`config.mk`:
```
export PLATFORM = sky130hd
export DESIGN_NAME = restoring_divider
export DESIGN_NICKNAME = d
export VERILOG_FILES = /design/src/rtl/restoring_divider.sv
export SDC_FILE = /design/constraint.sdc
export NUM_CORES = 1
export LEC_CHECK = 0
export ABC_CLOCK_PERIOD_IN_PS = 8400
export CAP_MARGIN = 20
export CORE_MARGIN = 2
export CORE_UTILIZATION = 30
export CTS_CLUSTER_DIAMETER = 50
export DETAILED_ROUTE_END_ITERATION = 16
export DONT_BUFFER_PORTS = 1
export PLACE_DENSITY = 0.45
export SYNTH_ARGS = -nofsm -noshare
export SYNTH_HDL_FRONTEND = slang
export SYNTH_SLANG_ARGS = --single-unit
```
`constraint.sdc`:
```
create_clock -name clk -period 8.4 [get_ports clk]
set_clock_uncertainty 0.05 [all_clocks]
set_input_delay 0.42 -clock clk [delete_from_list [all_inputs] [get_ports clk]]
set_output_delay 0.42 -clock clk [all_outputs]
set_load 0.02 [all_outputs]
```
`src/rtl/restoring_divider.sv`:
```
// restoring_divider: multi-cycle unsigned divider, radix-2 restoring
// algorithm retiring one quotient bit per clock.
// Operands arrive on an in_valid/in_ready handshake and results leave on an
// out_valid/out_ready handshake; a transfer happens on a rising edge where
// both valid and ready are high, and valid holds its payload until then.
// Only one division is in flight at a time.
// Optional build macro SIGNED_DIV_EN: operands and results are two's
// complement with truncating (C-style) semantics; latency is unchanged.
module restoring_divider #(
    parameter int WORD_WIDTH = 32
) (
    input  logic                  clk,
    input  logic                  reset,
    input  logic                  in_valid,
    output logic                  in_ready,
    input  logic [WORD_WIDTH-1:0] dividend,
    input  logic [WORD_WIDTH-1:0] divisor,
    output logic                  out_valid,
    input  logic                  out_ready,
    output logic [WORD_WIDTH-1:0] quotient,
    output logic [WORD_WIDTH-1:0] remainder,
    output logic                  div_by_zero,
    output logic [1:0]            state_dbg
);

    localparam int W  = WORD_WIDTH;
    localparam int CW = $clog2(WORD_WIDTH);
    localparam logic [CW-1:0] LAST_ITER = CW'(WORD_WIDTH - 1);

    typedef enum logic [1:0] {
        IDLE = 2'd0,
        CALC = 2'd1,
        DONE = 2'd2
    } state_t;

    state_t          state;
    state_t          state_nxt;

    logic [W-1:0]    div_r;     // latched divisor (magnitude in signed builds)
    logic [W-1:0]    q_r;       // dividend shifts out the top, quotient bits in the bottom
    logic [W-1:0]    r_r;       // partial remainder, always < divisor so W bits suffice
    logic [CW-1:0]   cnt;       // iteration counter

    // W+1-bit working remainder and trial subtraction for this iteration
    logic [W:0]      r_shift;
    logic [W:0]      trial;
    logic [W-1:0]    q_step;
    logic [W-1:0]    r_step;
    logic [W-1:0]    q_final;
    logic [W-1:0]    r_final;
    logic [W-1:0]    mag_a;
    logic [W-1:0]    mag_b;

`ifdef SIGNED_DIV_EN
    logic            neg_q;     // operand signs differed
    logic            neg_r;     // dividend was negative
`endif

    assign in_ready  = (state == IDLE);
    assign out_valid = (state == DONE);
    assign state_dbg = state;

    // State register
    always_ff @(posedge clk or posedge reset) begin
        if (reset) begin
            state <= IDLE;
        end else begin
            state <= state_nxt;
        end
    end

    // Next-state logic: a zero divisor skips straight to DONE
    always_comb begin
        state_nxt = state;
        case (state)
            IDLE: begin
                if (in_valid) begin
                    state_nxt = (divisor == '0) ? DONE : CALC;
                end
            end
            CALC: begin
                if (cnt == LAST_ITER) begin
                    state_nxt = DONE;
                end
            end
            DONE: begin
                if (out_ready) begin
                    state_nxt = IDLE;
                end
            end
            default: state_nxt = IDLE;
        endcase
    end

    // One restoring step plus operand/result sign handling
    always_comb begin
        r_shift = {1'b0, r_r[W-1:0]} << 1;
        r_shift[0] = q_r[W-1];
        trial   = r_shift - {1'b0, div_r};
        if (trial[W]) begin
            // Trial went negative: keep the shifted remainder, quotient bit 0
            r_step = r_shift[W-1:0];
            q_step = {q_r[W-2:0], 1'b0};
        end else begin
            r_step = trial[W-1:0];
            q_step = {q_r[W-2:0], 1'b1};
        end
`ifdef SIGNED_DIV_EN
        // Magnitude of the most negative value is 2^(W-1), which fits unsigned
        mag_a   = dividend[W-1] ? (~dividend + 1'b1) : dividend;
        mag_b   = divisor[W-1]  ? (~divisor + 1'b1)  : divisor;
        q_final = neg_q ? (~q_step + 1'b1) : q_step;
        r_final = neg_r ? (~r_step + 1'b1) : r_step;
`else
        mag_a   = dividend;
        mag_b   = divisor;
        q_final = q_step;
        r_final = r_step;
`endif
    end

    // Datapath registers: load on accept, iterate in CALC, publish on entry to DONE
    always_ff @(posedge clk or posedge reset) begin
        if (reset) begin
            div_r       <= '0;
            q_r         <= '0;
            r_r         <= '0;
            cnt         <= '0;
            quotient    <= '0;
            remainder   <= '0;
            div_by_zero <= 1'b0;
`ifdef SIGNED_DIV_EN
            neg_q       <= 1'b0;
            neg_r       <= 1'b0;
`endif
        end else begin
            case (state)
                IDLE: begin
                    if (in_valid) begin
                        div_r <= mag_b;
                        q_r   <= mag_a;
                        r_r   <= '0;
                        cnt   <= '0;
`ifdef SIGNED_DIV_EN
                        neg_q <= dividend[W-1] ^ divisor[W-1];
                        neg_r <= dividend[W-1];
`endif
                        if (divisor == '0) begin
                            quotient    <= '1;
                            remainder   <= dividend;
                            div_by_zero <= 1'b1;
                        end
                    end
                end
                CALC: begin
                    q_r <= q_step;
                    r_r <= r_step;
                    cnt <= cnt + 1'b1;
                    if (cnt == LAST_ITER) begin
                        quotient    <= q_final;
                        remainder   <= r_final;
                        div_by_zero <= 1'b0;
                    end
                end
                default: ;
            endcase
        end
    end

endmodule
```
==> impl_metrics.ini <==
[grt]
grt_pass1_vias = 7038
antenna_found_initial = 0
track_usage = 0.179
grt_pass1_wl_um = 42500
grt_max_degree = 103
grt_overflow = 0

[worst_setup_path]
worstPathCellList = ha_1 -> inv_1 -> fa_1 -> a211oi_1 -> o21ai_2 -> o211ai_2 -> a211oi_2 -> a31oi_1 -> o21ai_0 -> or2_1 -> buf_4 -> mux2i_1 -> o21ai_0
path_delay_family = compound AO/OA/AOI/OAI gates
worstSetupStartpointType = flop
r2r_end = r_r[7]
crit_fanout = 30
cp.required_ns = 8.63
cp_slowest_cell = o21ai_0
path_buf_inv = 2
cpPeakStageDelay_ns = 0.81
path_class = flop to flop
critPathMostFrequentCell = o21ai_0
r2r_slack_ns = 4.49
r2r.worst_path.cells = 13
rr_startpoint = div_r[0]
arrival_ns = 4.14
cp-end-kind = flop

[cts]
cts_resized = 0
cts_tree = yes
cts_root_buffer = clkbuf_16
htreeDepth = 4
cts_buffers = 17
numClockSinks = 168
post-cts-setup-buffer-count = 0
clk_path_buf_depth = 2
insertion_delay_ns = 0.44
ctsHoldBuffers = 0
clkTransAtPathRegs_ns = 0.07

[floorplan]
core_mm2 = 0.0294
num_rows = 63
die_w_um = 176
dieArea_mm2 = 0.0310
start_util = 0.302
die_y_um = 176
io_pins = 137

[power]
share_comb_of_total_power = 0.533
p_clk_frac = 0.150
seqPwrFrac = 0.318
internal_power_mw = 2.63
p_leak_nw = 4.38
power.density_mw_per_mm2 = 529
peakVddDrop_v = 0.000173
swShare = 0.494
p_sw_mw = 2.57

[yosys]
synthCells = 1027
ys_seq_area_frac = 0.473
synth_seq_cells = 168
synth_area_leaders = dfrtp_1, o21ai_0, nor2_1
synth_nets = 1130
synth_edf_count = 0
synth_top_area_cell = dfrtp_1
synth.avg_cell_area_um2 = 8.65
synth.distinct_cells = 58
synth_top_flop_cell = dfrtp_1
synth.cell_area_mm2 = 0.00889
ys_warn_count = 0
ys_async_sr_fraction = 1.00
yosysMostFrequentCell = dfrtp_1
synth_common_cells = dfrtp_1, o21ai_0, nor2_1
synth_top_area_frac = 0.473

[sta]
max_slew_margin = 0.336
fin_setup_tns_ns = 0
rsz0062_at_grt = no
period_needed_ns = 3.91
finalHoldViolCount = 0
setup_viol = 0
timing.final.crit_share = 0.465
fmaxAchievable_mhz = 256
tightest_slew_ns = 0.986
maxSlewViolCount = 0

[routing]
wl_um = 27000
dr_wl_met2_um = 11300
via_count = 7173
avgViaCountPerCell = 5.13
wl_per_cell_um = 19.3
top_layer_used = met4
drtPass1Iterations = 5
wl_met1_um = 13600
met3_length_um = 1760
antenna_left = 0
drc = 0
drt-initial-drc-count = 561

[placement]
gp_congestion = 0.863
port_buffers = 0
placed_cells_incl_taps = 1364
place_hpwl_um = 19500

[flow_run]
max-cap-violations = 0

[finish]
drive_gt1_frac = 0.0526
nets = 1097
fin_cells = 1397
syn_to_final_growth_pct = 10.8
diodes = 0

[hold_path]
hold_path_class = input port to async pin

[run_status]
status = finished, final reports clean
layout by cell type, fill, tap and decap left out, types with 12 or more instances in the layout:
cell and instances:
nand3_1 30, nor2_1 125, o21ai_0 144, a21oi_1 74, nor3_1 36, nand2_1 116
ha_1 34, and3_1 26, mux2i_1 25, a21o_1 12, clkbuf_16 17, xnor2_1 20
dfrtp_1 168, inv_1 41
cell type report:
class,count,area (µm²)
fillers,3092,19600
multi-input cells,755,4310
flip-flops and latches,168,4200
well taps,390,488
clock buffers,20,457
inverters,42,163
clock inverters,12,115
repair buffers,10,108
worst max-delay path by stage:
stage,startpoint,endpoint,cells after the start
after floorplan,reset,cnt[0],1
after global placement,r_r[14],remainder[24],11
after detailed placement,q_r[31],remainder[24],14
after CTS,q_r[31],remainder[24],14
after global routing,q_r[31],r_r[5],14
final,div_r[0],r_r[7],13
sequential cells by signal (all words and copies together) (netlist names):
register     cells
div_r           32
state_dbg        2
cnt              5
quotient        32
remainder       32
div_by_zero      1
r_r             32
q_r             32
layer usage:
metal | vias to the layer above | global-route usage
li1 | 3515 | -
met1 | 3454 | 0.271
met2 | 183 | 0.254
met3 | 21 | 0.0439
met4 | 0 | 0.0403
met5 | - | 0
cell families (layout without fill, tap and decap cells):
kind of cell	Yosys count	count (layout)	synth area share
fa+ha+maj	35	35	0.0501
compound gates	293	293	0.188
simple gates	374	374	0.188
buf+inv	104	84	0.0453
mux	25	25	0.0282
xor+xnor	28	28	0.0276
flops	168	168	0.473
worst register-to-register path, delay by kind of cell (launching register included):
| kind | cells | cell delay (ns) |
|---|---|---|
| fa+ha+maj | 2 | 0.44 |
| simple gates | 1 | 0.19 |
| compound gates | 7 | 1.87 |
| buf+inv | 2 | 0.48 |
| flops | 1 | 0.38 |
| mux | 1 | 0.34 |
power by group through the flow:
| stage | sequential (mW) | combinational, mW | clock [mW] |
|---|---|---|---|
| floorplan | 1.55 | 2.11 | 0 |
| global placement | 1.67 | 2.75 | 0 |
| detailed placement | 1.67 | 2.77 | 0 |
| CTS | 1.66 | 2.78 | 0.799 |
| global route | 1.70 | 3.13 | 0.832 |
| finish | 1.65 | 2.77 | 0.778 |
metrics by stage:
| stage | utilization | hold WS [ns] | power, mW | area, µm² | setup slack [ns] |
|---|---|---|---|---|---|
| final | 0.335 | 0.0225 | 5.20 | 9840 | 4.49 |
| after global routing | 0.335 | 0.0259 | 5.67 | 9840 | 4.07 |
| after CTS | 0.334 | 0.0178 | 5.24 | 9820 | 4.47 |
| after detailed placement | 0.315 | 0.426 | 4.44 | 9250 | 4.48 |
| after global placement | 0.314 | 0.418 | 4.42 | 9220 | 4.57 |
| after floorplan | - | 0.399 | 3.66 | 8890 | 3.38 |
(Power assumes the default switching activity.)
